[src/rtl/im2_vector_ctl_if.sv]
// CPU-side bus bundle for the IM2 vector controller: bus snoop, request
// inputs, configuration and the vector/status outputs.
interface im2_vector_ctl_if;
   logic       m1;
   logic       mreq;
   logic       iorq;
   logic       rd;
   logic [7:0] d_in;
   logic [3:0] irq;
   logic [3:0] irq_mask;
   logic       im2_en;
   logic [4:0] vector_base;
   logic       n_int_req;
   logic [7:0] d_out;
   logic       d_oe;
   logic [3:0] pending;
   logic [3:0] in_service;

   // Bus/CPU side: drives strobes and requests, observes vector and status.
   modport master (
      output m1, mreq, iorq, rd, d_in, irq, irq_mask, im2_en, vector_base,
      input  n_int_req, d_out, d_oe, pending, in_service
   );

   // Controller side.
   modport slave (
      input  m1, mreq, iorq, rd, d_in, irq, irq_mask, im2_en, vector_base,
      output n_int_req, d_out, d_oe, pending, in_service
   );
endinterface

[src/rtl/im2_vector_ctl.sv]
// Z80 mode-2 interrupt vector controller with four prioritised sources.
// Latches request pulses, arbitrates against the in-service chain, supplies
// the vector byte during the interrupt acknowledge cycle and snoops opcode
// fetches for RETI (ED 4D) to retire the highest-priority in-service source.
module im2_vector_ctl (
   input  logic            clk28,
   input  logic            rst,
   im2_vector_ctl_if.slave bus
);

   typedef enum logic {A_IDLE, A_ACK} ack_state_t;
   typedef enum logic {R_IDLE, R_ED}  reti_state_t;

   localparam logic [7:0] OP_ED    = 8'hED;
   localparam logic [7:0] OP_4D    = 8'h4D;
   localparam logic [7:0] BUS_IDLE = 8'hFF;

   ack_state_t  ack_state;
   reti_state_t reti_state;

   logic       inta, inta_prev, ack_start, ack_end;
   logic       fetch, fetch_prev, fetch_end, reti_hit;
   logic [7:0] fetch_byte;
   logic [3:0] pending_r, in_service_r, eligible;
   logic [3:0] pending_nxt, in_service_nxt;
   logic [1:0] idx;
   logic       spurious;
   logic       n_int_req_r, d_oe_r;
   logic [7:0] d_out_r;

   // Index of the lowest-numbered (highest-priority) set bit.
   function automatic logic [1:0] lowest_set(input logic [3:0] v);
      if (v[0]) return 2'd0;
      if (v[1]) return 2'd1;
      if (v[2]) return 2'd2;
      return 2'd3;
   endfunction

   // Byte placed on the bus during acknowledge; floats high when not driving
   // a real vector.
   function automatic logic [7:0] vector_byte(input logic en, input logic spur,
                                              input logic [4:0] base, input logic [1:0] id);
      if (!en || spur) return BUS_IDLE;
      return {base, id, 1'b0};
   endfunction

   assign inta      = bus.m1 & bus.iorq;
   assign ack_start = inta & ~inta_prev;
   assign ack_end   = ~inta & inta_prev & (ack_state == A_ACK);

   // mreq is low during acknowledge, so the RETI snoop never sees INTA cycles.
   assign fetch     = bus.m1 & bus.mreq & bus.rd;
   assign fetch_end = fetch_prev & ~fetch;
   assign reti_hit  = fetch_end & (reti_state == R_ED) & (fetch_byte == OP_4D);

   // A source may request only if nothing of equal or higher priority is in service.
   assign eligible[0] = pending_r[0] & ~bus.irq_mask[0] & ~in_service_r[0];
   assign eligible[1] = pending_r[1] & ~bus.irq_mask[1] & ~|in_service_r[1:0];
   assign eligible[2] = pending_r[2] & ~bus.irq_mask[2] & ~|in_service_r[2:0];
   assign eligible[3] = pending_r[3] & ~bus.irq_mask[3] & ~|in_service_r[3:0];

   // Next pending/in-service: retire on RETI, move acknowledged source to
   // service, then let a new pulse override any same-cycle clear.
   always_comb begin
      pending_nxt    = pending_r;
      in_service_nxt = in_service_r;
      if (reti_hit && |in_service_r)
         in_service_nxt[lowest_set(in_service_r)] = 1'b0;
      if (ack_end && !spurious) begin
         pending_nxt[idx]    = 1'b0;
         in_service_nxt[idx] = 1'b1;
      end
      pending_nxt = pending_nxt | bus.irq;
   end

   // Request/service bookkeeping and the registered INT request.
   always_ff @(posedge clk28) begin
      if (rst) begin
         pending_r    <= 4'b0000;
         in_service_r <= 4'b0000;
         n_int_req_r  <= 1'b1;
      end else begin
         pending_r    <= pending_nxt;
         in_service_r <= in_service_nxt;
         n_int_req_r  <= ~|eligible;
      end
   end

   // Acknowledge FSM: captures the winning source on INTA rise and drives the
   // vector until INTA falls.
   always_ff @(posedge clk28) begin
      if (rst) begin
         ack_state <= A_IDLE;
         inta_prev <= 1'b0;
         idx       <= 2'd0;
         spurious  <= 1'b0;
         d_oe_r    <= 1'b0;
         d_out_r   <= BUS_IDLE;
      end else begin
         inta_prev <= inta;
         case (ack_state)
            A_IDLE: begin
               d_oe_r  <= 1'b0;
               d_out_r <= BUS_IDLE;
               if (ack_start) begin
                  ack_state <= A_ACK;
                  idx       <= lowest_set(eligible);
                  spurious  <= ~|eligible;
                  d_oe_r    <= bus.im2_en;
                  d_out_r   <= vector_byte(bus.im2_en, ~|eligible, bus.vector_base,
                                           lowest_set(eligible));
               end
            end
            A_ACK: begin
               if (ack_end) begin
                  ack_state <= A_IDLE;
                  d_oe_r    <= 1'b0;
                  d_out_r   <= BUS_IDLE;
               end else begin
                  d_oe_r  <= bus.im2_en;
                  d_out_r <= vector_byte(bus.im2_en, spurious, bus.vector_base, idx);
               end
            end
            default: ack_state <= A_IDLE;
         endcase
      end
   end

   // Opcode snoop: keep the most recent byte seen during an active fetch.
   always_ff @(posedge clk28) begin
      if (fetch) fetch_byte <= bus.d_in;
   end

   // RETI FSM: advances once per completed opcode fetch.
   always_ff @(posedge clk28) begin
      if (rst) begin
         reti_state <= R_IDLE;
         fetch_prev <= 1'b0;
      end else begin
         fetch_prev <= fetch;
         if (fetch_end) begin
            case (reti_state)
               R_IDLE:  reti_state <= (fetch_byte == OP_ED) ? R_ED : R_IDLE;
               R_ED:    reti_state <= (fetch_byte == OP_ED) ? R_ED : R_IDLE;
               default: reti_state <= R_IDLE;
            endcase
         end
      end
   end

   assign bus.n_int_req  = n_int_req_r;
   assign bus.d_oe       = d_oe_r;
   assign bus.d_out      = d_out_r;
   assign bus.pending    = pending_r;
   assign bus.in_service = in_service_r;

endmodule
[src/flat_wrapper.sv]
// flat-port wrapper written by rule: the top's interface ports become plain ports
module im2_vector_ctl_flat 
  (clk28, rst, bus_m1, bus_mreq, bus_iorq, bus_rd, bus_d_in, bus_irq, bus_irq_mask, bus_im2_en, bus_vector_base, bus_n_int_req, bus_d_out, bus_d_oe, bus_pending, bus_in_service);
  im2_vector_ctl_if bus_i ();
  input  logic clk28;
  input  logic rst;
  input wire logic [$bits(bus_i.m1)-1:0] bus_m1;
  input wire logic [$bits(bus_i.mreq)-1:0] bus_mreq;
  input wire logic [$bits(bus_i.iorq)-1:0] bus_iorq;
  input wire logic [$bits(bus_i.rd)-1:0] bus_rd;
  input wire logic [$bits(bus_i.d_in)-1:0] bus_d_in;
  input wire logic [$bits(bus_i.irq)-1:0] bus_irq;
  input wire logic [$bits(bus_i.irq_mask)-1:0] bus_irq_mask;
  input wire logic [$bits(bus_i.im2_en)-1:0] bus_im2_en;
  input wire logic [$bits(bus_i.vector_base)-1:0] bus_vector_base;
  output wire logic [$bits(bus_i.n_int_req)-1:0] bus_n_int_req;
  output wire logic [$bits(bus_i.d_out)-1:0] bus_d_out;
  output wire logic [$bits(bus_i.d_oe)-1:0] bus_d_oe;
  output wire logic [$bits(bus_i.pending)-1:0] bus_pending;
  output wire logic [$bits(bus_i.in_service)-1:0] bus_in_service;
  assign bus_i.m1 = bus_m1;
  assign bus_i.mreq = bus_mreq;
  assign bus_i.iorq = bus_iorq;
  assign bus_i.rd = bus_rd;
  assign bus_i.d_in = bus_d_in;
  assign bus_i.irq = bus_irq;
  assign bus_i.irq_mask = bus_irq_mask;
  assign bus_i.im2_en = bus_im2_en;
  assign bus_i.vector_base = bus_vector_base;
  assign bus_n_int_req = bus_i.n_int_req;
  assign bus_d_out = bus_i.d_out;
  assign bus_d_oe = bus_i.d_oe;
  assign bus_pending = bus_i.pending;
  assign bus_in_service = bus_i.in_service;
  im2_vector_ctl u_core (.clk28(clk28), .rst(rst), .bus(bus_i));
endmodule
[config.mk]
export PLATFORM = sky130hd
export DESIGN_NAME = im2_vector_ctl_flat
export DESIGN_NICKNAME = d
export VERILOG_FILES = /design/src/rtl/im2_vector_ctl_if.sv /design/src/rtl/im2_vector_ctl.sv /design/src/flat_wrapper.sv
export SDC_FILE = /design/constraint.sdc
export NUM_CORES = 1
export LEC_CHECK = 0
export BUFFER_PORTS_ARGS = -buffer_cell sky130_fd_sc_hd__buf_4
export CELL_PAD_IN_SITES_DETAIL_PLACEMENT = 1
export CELL_PAD_IN_SITES_GLOBAL_PLACEMENT = 1
export CORE_MARGIN = 2
export CORE_UTILIZATION = 39
export CTS_CLUSTER_SIZE = 25
export DETAILED_ROUTE_END_ITERATION = 16
export PLACE_DENSITY = 0.94
export SYNTH_ARGS = -nofsm -noshare
export SYNTH_HDL_FRONTEND = slang
export SYNTH_SLANG_ARGS = --single-unit
[constraint.sdc]
create_clock -name clk28 -period 2.1 [get_ports clk28]
set_input_delay 0.21 -clock clk28 [delete_from_list [all_inputs] [get_ports clk28]]
set_output_delay 0.21 -clock clk28 [all_outputs]
set_load 0.02 [all_outputs]
==> metrics.cfg <==
[global_route]
overflow=0
grt_max_degree=19
track_usage_pct=19.90
antenna_found_initial=0
grt_pass1_vias=1143
grt_pass1_wl_mm=5.230

[logic_synthesis]
ys_warn_count=0
seq_area_frac_synth_pct=58.96
synth_cell_type_count=41
postSynthCellCount=115
synthesis.area_um2=1256
postSynthAreaPerCell_um2=10.92
syn_nets=143
ys_ff_latch=33
synth-async-reset-ratio_pct=0
synth_edf_count=8
ys.flop_type=dfxtp_1

[placement]
dp.final_hpwl_mm=2.426
routabilityCongestion=0.7894
placed_cells=201
portBuffers=45
post-place-ws_ns=0.4938

[critical_path]
worstSetupPathType=reg2reg
crit_required_ns=2.31
crit_end=u_core.bus.d_out[3]$_SDFF_PP1_
cp.arrival_ns=1.82
endpoint_kind=register
crit_path_start=u_core.bus.in_service[0]$_SDFF_PP0_
r2r-start=u_core.bus.in_service[0]$_SDFF_PP0_
worstRegToRegCells=4
startpoint_type=register
crit_path_max_fanout=8
r2r_slack_ns=0.48
worstReg2RegEnd=u_core.bus.d_out[3]$_SDFF_PP1_

[timing]
setup_violations=0
rsz0062_at_grt=no
fin_tns_setup_ns=0
fmax_ghz=0.6187
setup_ws_ns=0.4838
worst_pin_slew_ns=0.4447
drv_slew=0
fin_skew_ns=0.005615
hold_viol=0
min_period_ns=1.616
slew_headroom_pct=70.35
finalCritPeriodShare_pct=76.96

[power_and_ir_drop]
vdd_drop_max_uv=419.8
p_leak_nw=0.6931
power_density_nw_per_um2=749.8
finalPower_w=0.001287

[route]
drt_iter0_drc=25
dr.pass1.iters=4
vias=1062
drtAntennaViolNets=0
vias_per_cell=5.081
drcViolationCount=0
routed_wl_mm=3.172
drt-wirelength-per-cell_um=15.18

[clock_network]
post_cts_buffers=0
numCtsBuffers=5
clock-sinks=33
cts_hold_buf=0
cts-root-buf=clkbuf_4
cts_resized=0
cts.path.max_buffers=2
cts_max_level=2
clock_latency_ns=0.33
clk_pin_slew_ns=0.10
cts_tree=done

[floorplan]
dieWidth_um=60.76
rows=20
dieArea_um2=3691
io_pins=46
start_util_pct=41.15
die_y_um=60.76
core_um2=3053

[final_layout]
n_antenna_cell=0
drive_gt1_share_pct=36.97
fin_util_pct=56.23
final_cell_mix=buf_4 (45), dfxtp_1 (25), nor2_1 (14), a21oi_1 (9), edfxtp_1 (8)
layout.cells.non_filler=209
layout_commonest_cell=buf_4
area_growth_pct=36.65
nets=192

[flow_run]
maxCapViolCount=0

[min_path]
min_path_type=in2reg
hold-path-cell-count=1

[outcome]
status=finished, final reports clean

==> stage by stage <==
| stage | hold slack [ns] | instance area (um2) |
|---|---|---|
| floorplan | 0.3089 | 1256 |
| global placement | 0.3898 | 1637 |
| detailed placement | 0.3893 | 1637 |
| CTS | 0.02262 | 1717 |
| global route | 0.02209 | 1717 |
| finish | 0.04713 | 1717 |
==> routing by layer <==
| layer | GRT usage, % | up-vias | wire [um] |
|---|---|---|---|
| met3 | 5.757 | 6 | 211 |
| li1 | - | 508 | - |
| met4 | 8.385 | 0 | 48 |
| met2 | 36.41 | 37 | 1684 |
| met1 | 21.23 | 511 | 1228 |
| met5 | 0 | - | 0 |
==> Yosys cell counts (2+ instances only) <==
| library cell | instances | area share [%] |
|---|---|---|
| dfxtp_1 | 25 | 40 |
| a31oi_1 | 3 | 1.5 |
| nor2_1 | 14 | 4.2 |
| o21ai_0 | 3 | 1.2 |
| nand2_1 | 6 | 1.8 |
| nand4_1 | 2 | 1.0 |
| nand3_1 | 3 | 1.2 |
| inv_1 | 3 | 0.90 |
| clkbuf_1 | 2 | 0.60 |
| a21oi_1 | 9 | 3.6 |
| edfxtp_1 | 8 | 19 |
| nand2b_1 | 7 | 3.5 |
| nor2b_1 | 2 | 1.0 |
==> worst min path at each step <==
stage | from | end | slack (ns)
detailed placement | bus_d_in[1] | u_core.fetch_byte[1]$_DFFE_PP_ | 0.39
CTS | bus_d_in[1] | u_core.fetch_byte[1]$_DFFE_PP_ | 0.02
global placement | bus_d_in[7] | u_core.fetch_byte[7]$_DFFE_PP_ | 0.39
global route | bus_d_in[3] | u_core.fetch_byte[3]$_DFFE_PP_ | 0.02
finish | bus_d_in[1] | u_core.fetch_byte[1]$_DFFE_PP_ | 0.05
floorplan | bus_d_in[0] | u_core.fetch_byte[0]$_DFFE_PP_ | 0.31
==> cell families (layout without fill, tap and decap cells) <==
logic type	Yosys count	after routing	synth area share (%)
adder cells (fa/ha/maj)	1	1	0.7968
buffers and inverters	7	57	2.191
AND/OR/NAND/NOR	46	46	21.91
multiplexers	1	1	0.7968
AO/OA/AOI/OAI	27	27	15.34
flip-flops	33	33	58.96
==> worst max-delay path: stages, from the launching register on <==
cell      delay, ns
dfxtp_1        0.42
nor3_1         0.27
o21ai_1        0.20
a311oi_4       0.48
nand2b_1       0.11
==> power breakdown <==
part,internal (W),switching [W]
logic,0.0000768,0.0000738
registers,0.000677,0.0000171
clock network,0.000236,0.000206
total,0.000990,0.000297
==> sequential cells by signal, summed over array words and instances, names as in the netlist <==
signal	flops
u_core.bus.in_service	4
u_core.ack_state	1
u_core.reti_state	1
u_core.fetch_prev	1
u_core.bus.n_int_req	1
u_core.bus.d_oe	1
u_core.idx	2
u_core.bus.d_out	8
u_core.spurious	1
u_core.inta_prev	1
u_core.fetch_byte	8
u_core.bus.pending	4
==> layout make-up <==
cell class                 instances  area, um2
inverter                           4      15.01
fill                             344       1336
tap                               44      55.05
clock buffer                       8      80.08
sequential                        33      740.7
multi-input combinational         75      488.0
timing repair buffer              45      337.8
Note: power is estimated with default switching activity, not from simulation.
